`config.mk`:
```
export PLATFORM = sky130hd
export DESIGN_NAME = clock_div_ctrl
export DESIGN_NICKNAME = d
export VERILOG_FILES = /design/src/rtl/clk_ctrl_pkg.sv /design/src/rtl/clk_div_chan.sv /design/src/rtl/clock_div_ctrl.sv
export SDC_FILE = /design/constraint.sdc
export NUM_CORES = 1
export LEC_CHECK = 0
export ABC_AREA = 1
export BUFFER_PORTS_ARGS = -buffer_cell sky130_fd_sc_hd__buf_2
export CAP_MARGIN = 10
export CORE_MARGIN = 2
export CORE_UTILIZATION = 28
export DETAILED_ROUTE_END_ITERATION = 12
export PLACE_DENSITY = 0.43
export SLEW_MARGIN = 20
export SYNTH_ARGS = -nofsm -noshare
export SYNTH_HDL_FRONTEND = slang
export SYNTH_SLANG_ARGS = --single-unit
export TNS_END_PERCENT = 100
```
`constraint.sdc`:
```
create_clock -name clk_in -period 5.9 [get_ports clk_in]
set_input_delay 0.295 -clock clk_in [delete_from_list [all_inputs] [get_ports clk_in]]
set_output_delay 0.295 -clock clk_in [all_outputs]
set_load 0.02 [all_outputs]
```
`src/rtl/clk_ctrl_pkg.sv`:
```
// Shared constants for the clock-divider controller: FSM encoding and divisor limits.
package clk_ctrl_pkg;

    localparam logic [1:0] ST_IDLE  = 2'd0;
    localparam logic [1:0] ST_CHECK = 2'd1;
    localparam logic [1:0] ST_WAIT  = 2'd2;
    localparam logic [1:0] ST_DONE  = 2'd3;

    // Smallest divisor that still yields a distinct high and low phase.
    localparam int MIN_DIV = 2;

    // Divisor each channel holds out of reset.
    localparam int RST_DIV = 2;

endpackage

```
`src/rtl/clk_div_chan.sv`:
```
// One clock-enable divider channel. Divisor and enable only change on load,
// and the controller only loads at a period boundary, so div_clk never runts.
module clk_div_chan
    import clk_ctrl_pkg::*;
#(
    parameter int DIV_W = 8
) (
    input  logic             clk_in,
    input  logic             rst_n,
    input  logic [DIV_W-1:0] div,
    input  logic             en,
    input  logic             load,
    output logic             div_clk,
    output logic             strobe,
    output logic             active,
    output logic             at_boundary
);

    logic [DIV_W-1:0] cnt_q;
    logic [DIV_W-1:0] div_q;
    logic             en_q;
    logic             last;

    // A stopped channel is always at a boundary; a running one on its last count.
    always_comb begin
        last        = (cnt_q == div_q - DIV_W'(1));
        at_boundary = !en_q || last;
    end

    // Period counter; a load restarts the period at count 0.
    // A disable request leaves the stored divisor untouched.
    always_ff @(posedge clk_in or negedge rst_n) begin
        if (!rst_n) begin
            cnt_q <= '0;
            div_q <= DIV_W'(RST_DIV);
            en_q  <= 1'b0;
        end else if (load) begin
            if (en) begin
                div_q <= div;
            end
            en_q  <= en;
            cnt_q <= '0;
        end else if (en_q) begin
            cnt_q <= last ? '0 : cnt_q + DIV_W'(1);
        end
    end

    // Registered outputs trail the counter by one cycle; odd divisors get the shorter high phase.
    always_ff @(posedge clk_in or negedge rst_n) begin
        if (!rst_n) begin
            div_clk <= 1'b0;
            strobe  <= 1'b0;
        end else begin
            div_clk <= en_q && (cnt_q < (div_q >> 1));
            strobe  <= en_q && (cnt_q == '0);
        end
    end

    assign active = en_q;

endmodule

```
`src/rtl/clock_div_ctrl.sv`:
```
// Runtime controller for NUM_CH programmable clock-enable dividers.
// Takes one config request at a time and applies it at the target channel's
// period boundary.
//
//   state    | meaning
//   ---------+-------------------------------------------------------
//   ST_IDLE  | ready for a request; cfg_ready high
//   ST_CHECK | validate captured request; reject pulses cfg_err
//   ST_WAIT  | hold until the target channel reaches its boundary
//   ST_DONE  | change applied; cfg_done high for this one cycle
module clock_div_ctrl
    import clk_ctrl_pkg::*;
#(
    parameter int NUM_CH = 4,
    parameter int DIV_W  = 8,
    parameter int CH_W   = 2
) (
    input  logic              clk_in,
    input  logic              rst_n,
    input  logic              cfg_valid,
    output logic              cfg_ready,
    input  logic [CH_W-1:0]   cfg_ch,
    input  logic [DIV_W-1:0]  cfg_div,
    input  logic              cfg_en,
    output logic              cfg_done,
    output logic              cfg_err,
    output logic [NUM_CH-1:0] div_clk,
    output logic [NUM_CH-1:0] strobe,
    output logic [NUM_CH-1:0] ch_active
);

    logic [1:0]        state;
    logic [CH_W-1:0]   req_ch;
    logic [DIV_W-1:0]  req_div;
    logic              req_en;
    logic              err_q;
    logic              reject;
    logic              apply;
    logic [NUM_CH-1:0] at_boundary;
    logic [NUM_CH-1:0] load;

    // A request is illegal if it names a missing channel or asks to run below the minimum divisor.
    always_comb begin
        reject = (32'(req_ch) >= NUM_CH) || (req_en && (req_div < DIV_W'(MIN_DIV)));
    end

    // Request sequencing; the captured fields decouple the channel from later bus activity.
    always_ff @(posedge clk_in or negedge rst_n) begin
        if (!rst_n) begin
            state   <= ST_IDLE;
            req_ch  <= '0;
            req_div <= '0;
            req_en  <= 1'b0;
            err_q   <= 1'b0;
        end else begin
            err_q <= 1'b0;
            case (state)
                ST_IDLE: begin
                    if (cfg_valid) begin
                        req_ch  <= cfg_ch;
                        req_div <= cfg_div;
                        req_en  <= cfg_en;
                        state   <= ST_CHECK;
                    end
                end
                ST_CHECK: begin
                    if (reject) begin
                        err_q <= 1'b1;
                        state <= ST_IDLE;
                    end else begin
                        state <= ST_WAIT;
                    end
                end
                ST_WAIT: begin
                    if (apply) begin
                        state <= ST_DONE;
                    end
                end
                ST_DONE: begin
                    state <= ST_IDLE;
                end
                default: begin
                    state <= ST_IDLE;
                end
            endcase
        end
    end

    assign cfg_ready = (state == ST_IDLE);
    assign cfg_done  = (state == ST_DONE);
    assign cfg_err   = err_q;
    assign apply     = |load;

    for (genvar i = 0; i < NUM_CH; i++) begin : g_ch
        assign load[i] = (state == ST_WAIT) && (req_ch == CH_W'(i)) && at_boundary[i];

        clk_div_chan #(
            .DIV_W (DIV_W)
        ) u_chan (
            .clk_in      (clk_in),
            .rst_n       (rst_n),
            .div         (req_div),
            .en          (req_en),
            .load        (load[i]),
            .div_clk     (div_clk[i]),
            .strobe      (strobe[i]),
            .active      (ch_active[i]),
            .at_boundary (at_boundary[i])
        );
    end

endmodule

```
==> run_results.csv, run 1 <==
group,metric,value,unit
sta,hold_viol,0,
logic_synthesis,synth_seq_cells,90,
critical_path,worstSetupPathType,"flop to flop",
grt,grt_pass1_vias,4465,
placement,port_buffers,28,
grt,grt_start_max_net_pins,71,
clock_tree,cts_tree,"built",
critical_path,cp-endpoint,"g_ch[0].u_chan.div_q[4]",
clock_tree,cts.path.max_buffers,2,
floorplan,die_w,148.0,um
sta,setup_viol,0,
sta,fmax,441.1,MHz
grt,grt-ovfl-total,0,
clock_tree,clockRootBuffer,"clkbuf_16",
critical_path,crit_fanout,17,
drt,drtIter0Drc,220,
clock_tree,htreeDepth,3,
worst_hold_path,min_path_type,"primary input to flop",
logic_synthesis,yosysSeqAreaShare,38.85,%
final_layout,drive_above_1_share,17.39,%
final_layout,n_antenna_cell,0,
grt,antenna_found_initial,0,
clock_tree,cts_sinks,90,
final_layout,nNetsFinal,787,
sta,hold_slack,0.1795,ns
critical_path,critPathCaptureType,"flop",
floorplan,die-height,148.0,um
drt,wl_per_cell,12.90,um
clock_tree,path_clk_slew,0.07,ns
logic_synthesis,synth.top_cell.area_share,37.05,%
sta,finClkSkew,0.01404,ns
drt,wl,13050,um
drt,drt_pre_antenna_iters,4,
pwr,leakage,3.200,nW
logic_synthesis,synthTopCellsByArea,"dfrtp_1 (37%), nand2_1 (10%), ha_1 (7.8%), inv_1 (5.5%), xor2_1 (4.5%)",
critical_path,crit_arrival,2.50,ns
pwr,power.density,532.5,mW/mm^2
status,status,"complete, no violations",
drt,vias,4469,
final_layout,area_delta_synth_final,11.95,%
floorplan,ios,29,
critical_path,worstSetupStartpointType,"flop",
sta,tns,0,ns
critical_path,reg2reg_setup_slack,3.63,ns
placement,gp_congestion,0.8176,
floorplan,die_area,0.02192,sq mm
logic_synthesis,ys_types,40,
critical_path,r2r_cells,14,
grt,grt_pass1_wl,22510,um
clock_tree,clk_latency,0.35,ns
sta,finalMaxSlewViolations,0,
sta,tightest_slew,0.9059,ns
sta,period_needed,2.267,ns
drt,ant_nets,0,
floorplan,rows,52,
drt,drc,0,
critical_path,cp-startpoint,"g_ch[0].u_chan.div_q[1]",
drt,drt-vias-per-instance,4.416,
logic_synthesis,syn_nets,766,
placement,dp_hpwl,9918,um
logic_synthesis,postSynthAreaPerCell,8.114,sq um
flow_run,cap_violations,0,
critical_path,cp.required,6.13,ns
clock_tree,cts_inserted_buffers,9,
floorplan,core,0.02030,sq mm
sta,relSlewSlack,39.61,%
logic_synthesis,yosys.area.top_type,"dfrtp_1",
sta,rsz0062_at_grt,"no",
critical_path,regToRegEndpoint,"g_ch[0].u_chan.div_q[4]",
floorplan,start_util,28.62,%
logic_synthesis,yosys_warnings,0,
logic_synthesis,netlist_area,0.005809,sq mm
grt,track_usage,12.81,%
critical_path,rr_startpoint,"g_ch[0].u_chan.div_q[1]",
pwr,peakVddDrop,0.1865,mV
logic_synthesis,synthCells,716,
sta,period_share,38.42,%
[sequential cells by signal, summed over array words and instances (netlist names), named ones only]
register             flops
g_ch.u_chan.div_q       32
req_en                   1
req_div                  8
cfg_err                  1
g_ch.u_chan.active       4
req_ch                   2
g_ch.u_chan.cnt_q       32
g_ch.u_chan.div_clk      4
state                    1
g_ch.u_chan.strobe       4
[final cells by class]
| type | instances | area (sq um) |
|---|---|---|
| clock inverters | 6 | 111.4 |
| repair buffers | 30 | 160.2 |
| fillers | 2192 | 13800 |
| flip-flops and latches | 90 | 2257 |
| well taps | 270 | 337.8 |
| multi-input cells | 503 | 3012 |
| inverters | 103 | 386.6 |
| clock buffers | 10 | 239.0 |
[metrics by stage]
stage / cell area (sq um) / std cells / utilization, % / setup slack (ns) / power [mW]
5_1_grt: 6504 / 1012 / 32.04 / 3.356 / 3.832
3_3_place_gp: 6143 / 995 / 30.26 / 3.639 / 2.786
4_1_cts: 6504 / 1012 / 32.04 / 3.591 / 3.508
3_5_place_dp: 6143 / 995 / 30.26 / 3.610 / 2.806
2_1_floorplan: 5809 / 716 / - / 3.905 / 2.428
6_report: 6504 / 1012 / 32.04 / 3.633 / 3.463
[logic make-up after synthesis]
logic type                 Yosys count  share of synthesized area, %
and+or+nand+nor                    318                         25.26
AOI/OAI and AO/OA                  105                         11.89
adders and majority gates           36                         7.754
buffers and inverters              123                         9.304
DFF                                 90                         38.85
muxes                                2                        0.3661
xor gates and xnor gates            42                         6.569
[repair_timing]
item                       in CTS  in global routing
gates resized for setup         0                  0
buffers inserted                0                  0
setup endpoints to repair       0                  0
hold buffers                    1                  0
hold endpoints to repair       20                  0
[worst min path at each step]
| stage | from | endpoint | slack (ns) | depth (start not counted) |
|---|---|---|---|---|
| 3_3_place_gp | rst_n | g_ch[0].u_chan.cnt_q[3] | 0.20 | 1 |
| 4_1_cts | cfg_en | req_en | 0.17 | 2 |
| 5_1_grt | cfg_en | req_en | 0.19 | 2 |
| 3_5_place_dp | rst_n | g_ch[0].u_chan.cnt_q[4] | 0.20 | 1 |
| 6_report | cfg_en | req_en | 0.18 | 2 |
| 2_1_floorplan | rst_n | asynchronous set/reset pin | -0.0006 | 0 |
[where the power goes]
part / internal [mW] / total (mW) / switching (mW)
Combinational: 0.623 / 1.64 / 1.02
Clock: 0.427 / 0.684 / 0.257
Sequential: 0.848 / 1.14 / 0.289
Total: 1.90 / 3.46 / 1.57
[synthesized netlist by cell type]
library cell,count
ha_1,36
nand3b_1,2
nand3_1,38
nor4_1,2
nand3_2,4
nand2_2,7
inv_1,85
o21ai_1,5
o211ai_1,4
nor3_1,14
a31o_2,1
clkinv_1,1
a21oi_1,23
mux2i_1,1
a31oi_1,1
xnor3_1,1
dfrtp_1,86
o21ai_2,28
nor2_2,8
clkbuf_1,3
mux2_2,1
a21boi_0,4
buf_6,4
inv_2,17
buf_4,13
xor2_1,30
nand2_1,160
nand2_4,4
or2_1,2
nand3_4,4
a21o_1,1
nand4_1,7
xnor2_1,11
nor3_2,3
o21bai_1,3
o21ai_0,15
o22ai_1,20
or2_2,3
dfstp_2,4
nor2_1,60
[critical path: stages (launching register included)]
cell     delay [ns]
dfstp_2        0.56
inv_1          0.05
ha_1           0.29
inv_1          0.06
nand2_1        0.04
nand2_1        0.05
nand2_1        0.05
nor2_1         0.13
nand3_1        0.08
nor2_1         0.12
nand3_2        0.14
nand2_4        0.15
nand3_4        0.21
nand2_1        0.15
o21ai_2        0.06
[placed cells by master (no fill, tap or decap), types with 4 or more instances in the layout]
cell type / n
nand2_1: 160
dfrtp_1: 86
inv_1: 85
nor2_1: 60
nand3_1: 38
ha_1: 36
xor2_1: 30
o21ai_2: 28
buf_2: 27
a21oi_1: 23
o22ai_1: 20
inv_2: 17
o21ai_0: 15
nor3_1: 14
xnor2_1: 11
clkbuf_16: 9
nor2_2: 8
nand4_1: 7
nand2_2: 7
o21ai_1: 5
a21boi_0: 4
o211ai_1: 4
nand2_4: 4
nand3_2: 4
nand3_4: 4
dfstp_2: 4
[routing by layer]
layer | wire (um) | vias up | GRT usage [%]
met1 | 6776 | 2065 | 18.41
met3 | 296 | 13 | 2.006
met4 | 182 | 0 | 4.000
met5 | 0 | - | 0
met2 | 5797 | 42 | 19.77
li1 | - | 2349 | -
Note: power is estimated with default switching activity, not from simulation.
==> run 2: changes to the inputs <==
--- a/config.mk
+++ b/config.mk
@@ -5,7 +5,7 @@
 export SDC_FILE = /design/constraint.sdc
 export NUM_CORES = 1
 export LEC_CHECK = 0
-export ABC_AREA = 1
+export ABC_AREA = 0
 export BUFFER_PORTS_ARGS = -buffer_cell sky130_fd_sc_hd__buf_2
 export CAP_MARGIN = 10
 export CORE_MARGIN = 2
==> constraint.sdc (replaced) <==
create_clock -name clk_in -period 2.2 [get_ports clk_in]
set_input_delay 0.11 -clock clk_in [delete_from_list [all_inputs] [get_ports clk_in]]
set_output_delay 0.11 -clock clk_in [all_outputs]
set_load 0.02 [all_outputs]
==> run_results.csv, run 2 <==
group,metric,value,unit
logic_synthesis,ys_types,62,
critical_path,critPathCaptureType,"flop",
sta,rsz0062_at_grt,"yes",
final_layout,n_antenna_cell,0,
drt,drt_pre_antenna_iters,4,
pwr,fin_total_pwr,11.27,mW
clock_tree,cts_inserted_buffers,9,
logic_synthesis,synth_flop_cell,"dfrtp_1",
logic_synthesis,ys_top_cells_by_count,"dfrtp_1 (86), inv_1 (49), ha_1 (36)",
floorplan,ios,29,
sta,setup_ws,-0.07064,ns
logic_synthesis,yosysSeqAreaShare,39.89,%
grt,grtUsageMet1,18.05,%
sta,tns,-1.313,ns
pwr,leakage,3.554,nW
grt,grt_start_max_net_pins,91,
floorplan,die_w,146.2,um
grt,antenna_found_initial,0,
grt,grtUsageMet2,23.18,%
drt,drt-vias-per-instance,4.721,
grt,top_usage_layer,"met2",
sta,finClkSkew,0.006786,ns
clock_tree,htreeDepth,3,
pwr,p_clk_share,14.3,%
critical_path,cp.required,2.44,ns
pwr,p_comb_share,57.7,%
logic_synthesis,synthTopCellsByArea,"dfrtp_1 (38%), ha_1 (8.0%), mux2_2 (7.0%), xnor2_1 (3.9%), a21o_1 (3.8%)",
placement,dp_hpwl,10290,um
pwr,intPower,6.719,mW
flow_run,cap_violations,0,
logic_synthesis,postSynthAreaPerCell,9.926,sq um
drt,vias,4499,
floorplan,rows,51,
sta,hold_viol,0,
grt,grt_pass1_wl,23640,um
clock_tree,cts_tree,"built",
clock_tree,cts.path.max_buffers,2,
sta,hold_slack,0.3446,ns
logic_synthesis,yosys.area.top_type,"dfrtp_1",
grt,track_usage,13.88,%
grt,grt-ovfl-total,0,
clock_tree,clk_latency,0.35,ns
status,violations,"setup timing",
final_layout,reg_top3,"g_ch.u_chan.cnt_q x32, g_ch.u_chan.div_q x32, req_div x8",
placement,gp_congestion,0.7983,
placement,dp_slack,-0.1496,ns
pwr,net-switching-power,4.548,mW
logic_synthesis,synth-edff-count,0,
floorplan,core,0.01965,sq mm
logic_synthesis,netlist_area,0.005658,sq mm
critical_path,worstSetupPathType,"flop to flop",
floorplan,start_util,28.79,%
final_layout,drive_above_1_share,34.74,%
sta,period_share,103.2,%
status,status,"finished with violations",
final_layout,nFillCells,1996,
critical_path,crit_fanout,8,
final_layout,final_cell_mix,"dfrtp_1 (83), buf_4 (83), inv_1 (45)",
drt,drc,0,
logic_synthesis,syn_nets,620,
grt,grt_pass1_vias,4577,
clock_tree,cts_sinks,90,
final_layout,area_delta_synth_final,32.44,%
final_layout,final_util,38.13,%
clock_tree,clockRootBuffer,"clkbuf_16",
logic_synthesis,yosys_warnings,0,
drt,wl,14300,um
sta,tightest_slew,0.6418,ns
placement,port_buffers,28,
final_layout,nNetsFinal,733,
drt,wl_per_cell,15.01,um
pwr,power.density,1504,mW/mm^2
critical_path,worstSetupStartpointType,"flop",
worst_hold_path,min_path_type,"primary input to asynchronous set/reset pin",
grt,met3_usage,2.156,%
logic_synthesis,async_flop_share,100.0,%
critical_path,crit_arrival,2.51,ns
sta,relSlewSlack,57.05,%
drt,ant_nets,0,
clock_tree,path_clk_slew,0.06,ns
sta,fmax,440.4,MHz
floorplan,die_area,0.02136,sq mm
drt,drtIter0Drc,246,
pwr,power_frac_seq,28.0,%
sta,finalMaxSlewViolations,0,
sta,setup_viol,32,
pwr,swShare,40.36,%
floorplan,die-height,146.2,um
logic_synthesis,synth_seq_cells,90,
sta,period_needed,2.271,ns
logic_synthesis,synthCells,570,
logic_synthesis,synth.most_common_cell,"dfrtp_1",
logic_synthesis,synth.top_cell.area_share,38.04,%
pwr,peakVddDrop,0.5237,mV
==> run 2: cell type report <==
type | count | area, sq um | share of cell area [%]
multi-input combinational | 404 | 3443 | 45.95
sequential | 90 | 2261 | 30.17
timing repair buffer | 129 | 974.7 | 13.01
tap | 265 | 331.6 | 4.425
clock buffer | 14 | 264.0 | 3.523
inverter | 49 | 183.9 | 2.454
clock inverter | 2 | 35.03 | 0.4675
==> run 2: power groups by stage <==
stage	Clock (mW)	Sequential [mW]	Combinational [mW]
floorplan	0	2.97	3.85
global placement	0	3.12	5.63
detailed placement	0	3.13	5.70
CTS	1.67	3.12	6.05
global route	1.75	3.26	7.19
finish	1.61	3.15	6.50
==> run 2: cell families (layout without fill, tap and decap cells) <==
family | after synthesis | in the layout | share of synthesized area, %
and+or+nand+nor | 173 | 173 | 16.48
AOI/OAI and AO/OA | 109 | 109 | 13.87
DFF | 90 | 90 | 39.89
buffers and inverters | 76 | 194 | 6.037
muxes | 44 | 44 | 9.266
xor gates and xnor gates | 42 | 42 | 6.501
adders and majority gates | 36 | 36 | 7.961
==> run 2: per-layer routing <==
metal,routed length (um),vias up,share of wire [%]
met2,6896,50,48
met1,6837,2189,48
met5,0,-,0
met3,284,18,2.0
li1,-,2242,-
met4,284,0,2.0
==> run 2: per-stage QoR <==
stage                     cells  cell area [sq um]
after CTS                   951               7259
after detailed placement    920               6680
after global placement      920               6680
final                       953               7493
after global routing        953               7493
after floorplan             570               5708
==> run 2: final timing paths <==
path,startpoint,end,slack [ns],cells past startpoint
worst max-delay path,g_ch[1].u_chan.div_q[1],g_ch[1].u_chan.div_q[5],-0.07,9
worst min-delay path,rst_n,g_ch[3].u_chan.cnt_q[2],0.34,3
worst max register to register,g_ch[1].u_chan.div_q[1],g_ch[1].u_chan.div_q[5],-0.07,9
worst min register to register,g_ch[1].u_chan.div_q[6],g_ch[1].u_chan.div_q[6],0.52,1
max in group asynchronous,rst_n,g_ch[0].u_chan.div_q[1],1.45,3
min in group clk_in,cfg_valid,req_div[1],0.37,4
==> run 2: repair_timing <==
| item | in CTS | in global routing |
|---|---|---|
| buffers inserted | 5 | 4 |
| hold endpoints to repair | 97 | 0 |
| hold buffers | 12 | 0 |
| pin swaps | 8 | 25 |
| endpoints found under the setup margin | 49 | 63 |
| resized for setup | 29 | 54 |
==> run 2: worst max-delay path: stages (launching register included) <==
cell	delay (ns)
dfstp_2	0.56
inv_2	0.05
ha_4	0.17
o21bai_4	0.16
a211oi_2	0.17
a211o_1	0.13
a22oi_2	0.09
o21ai_2	0.19
and3_4	0.31
mux2_4	0.31
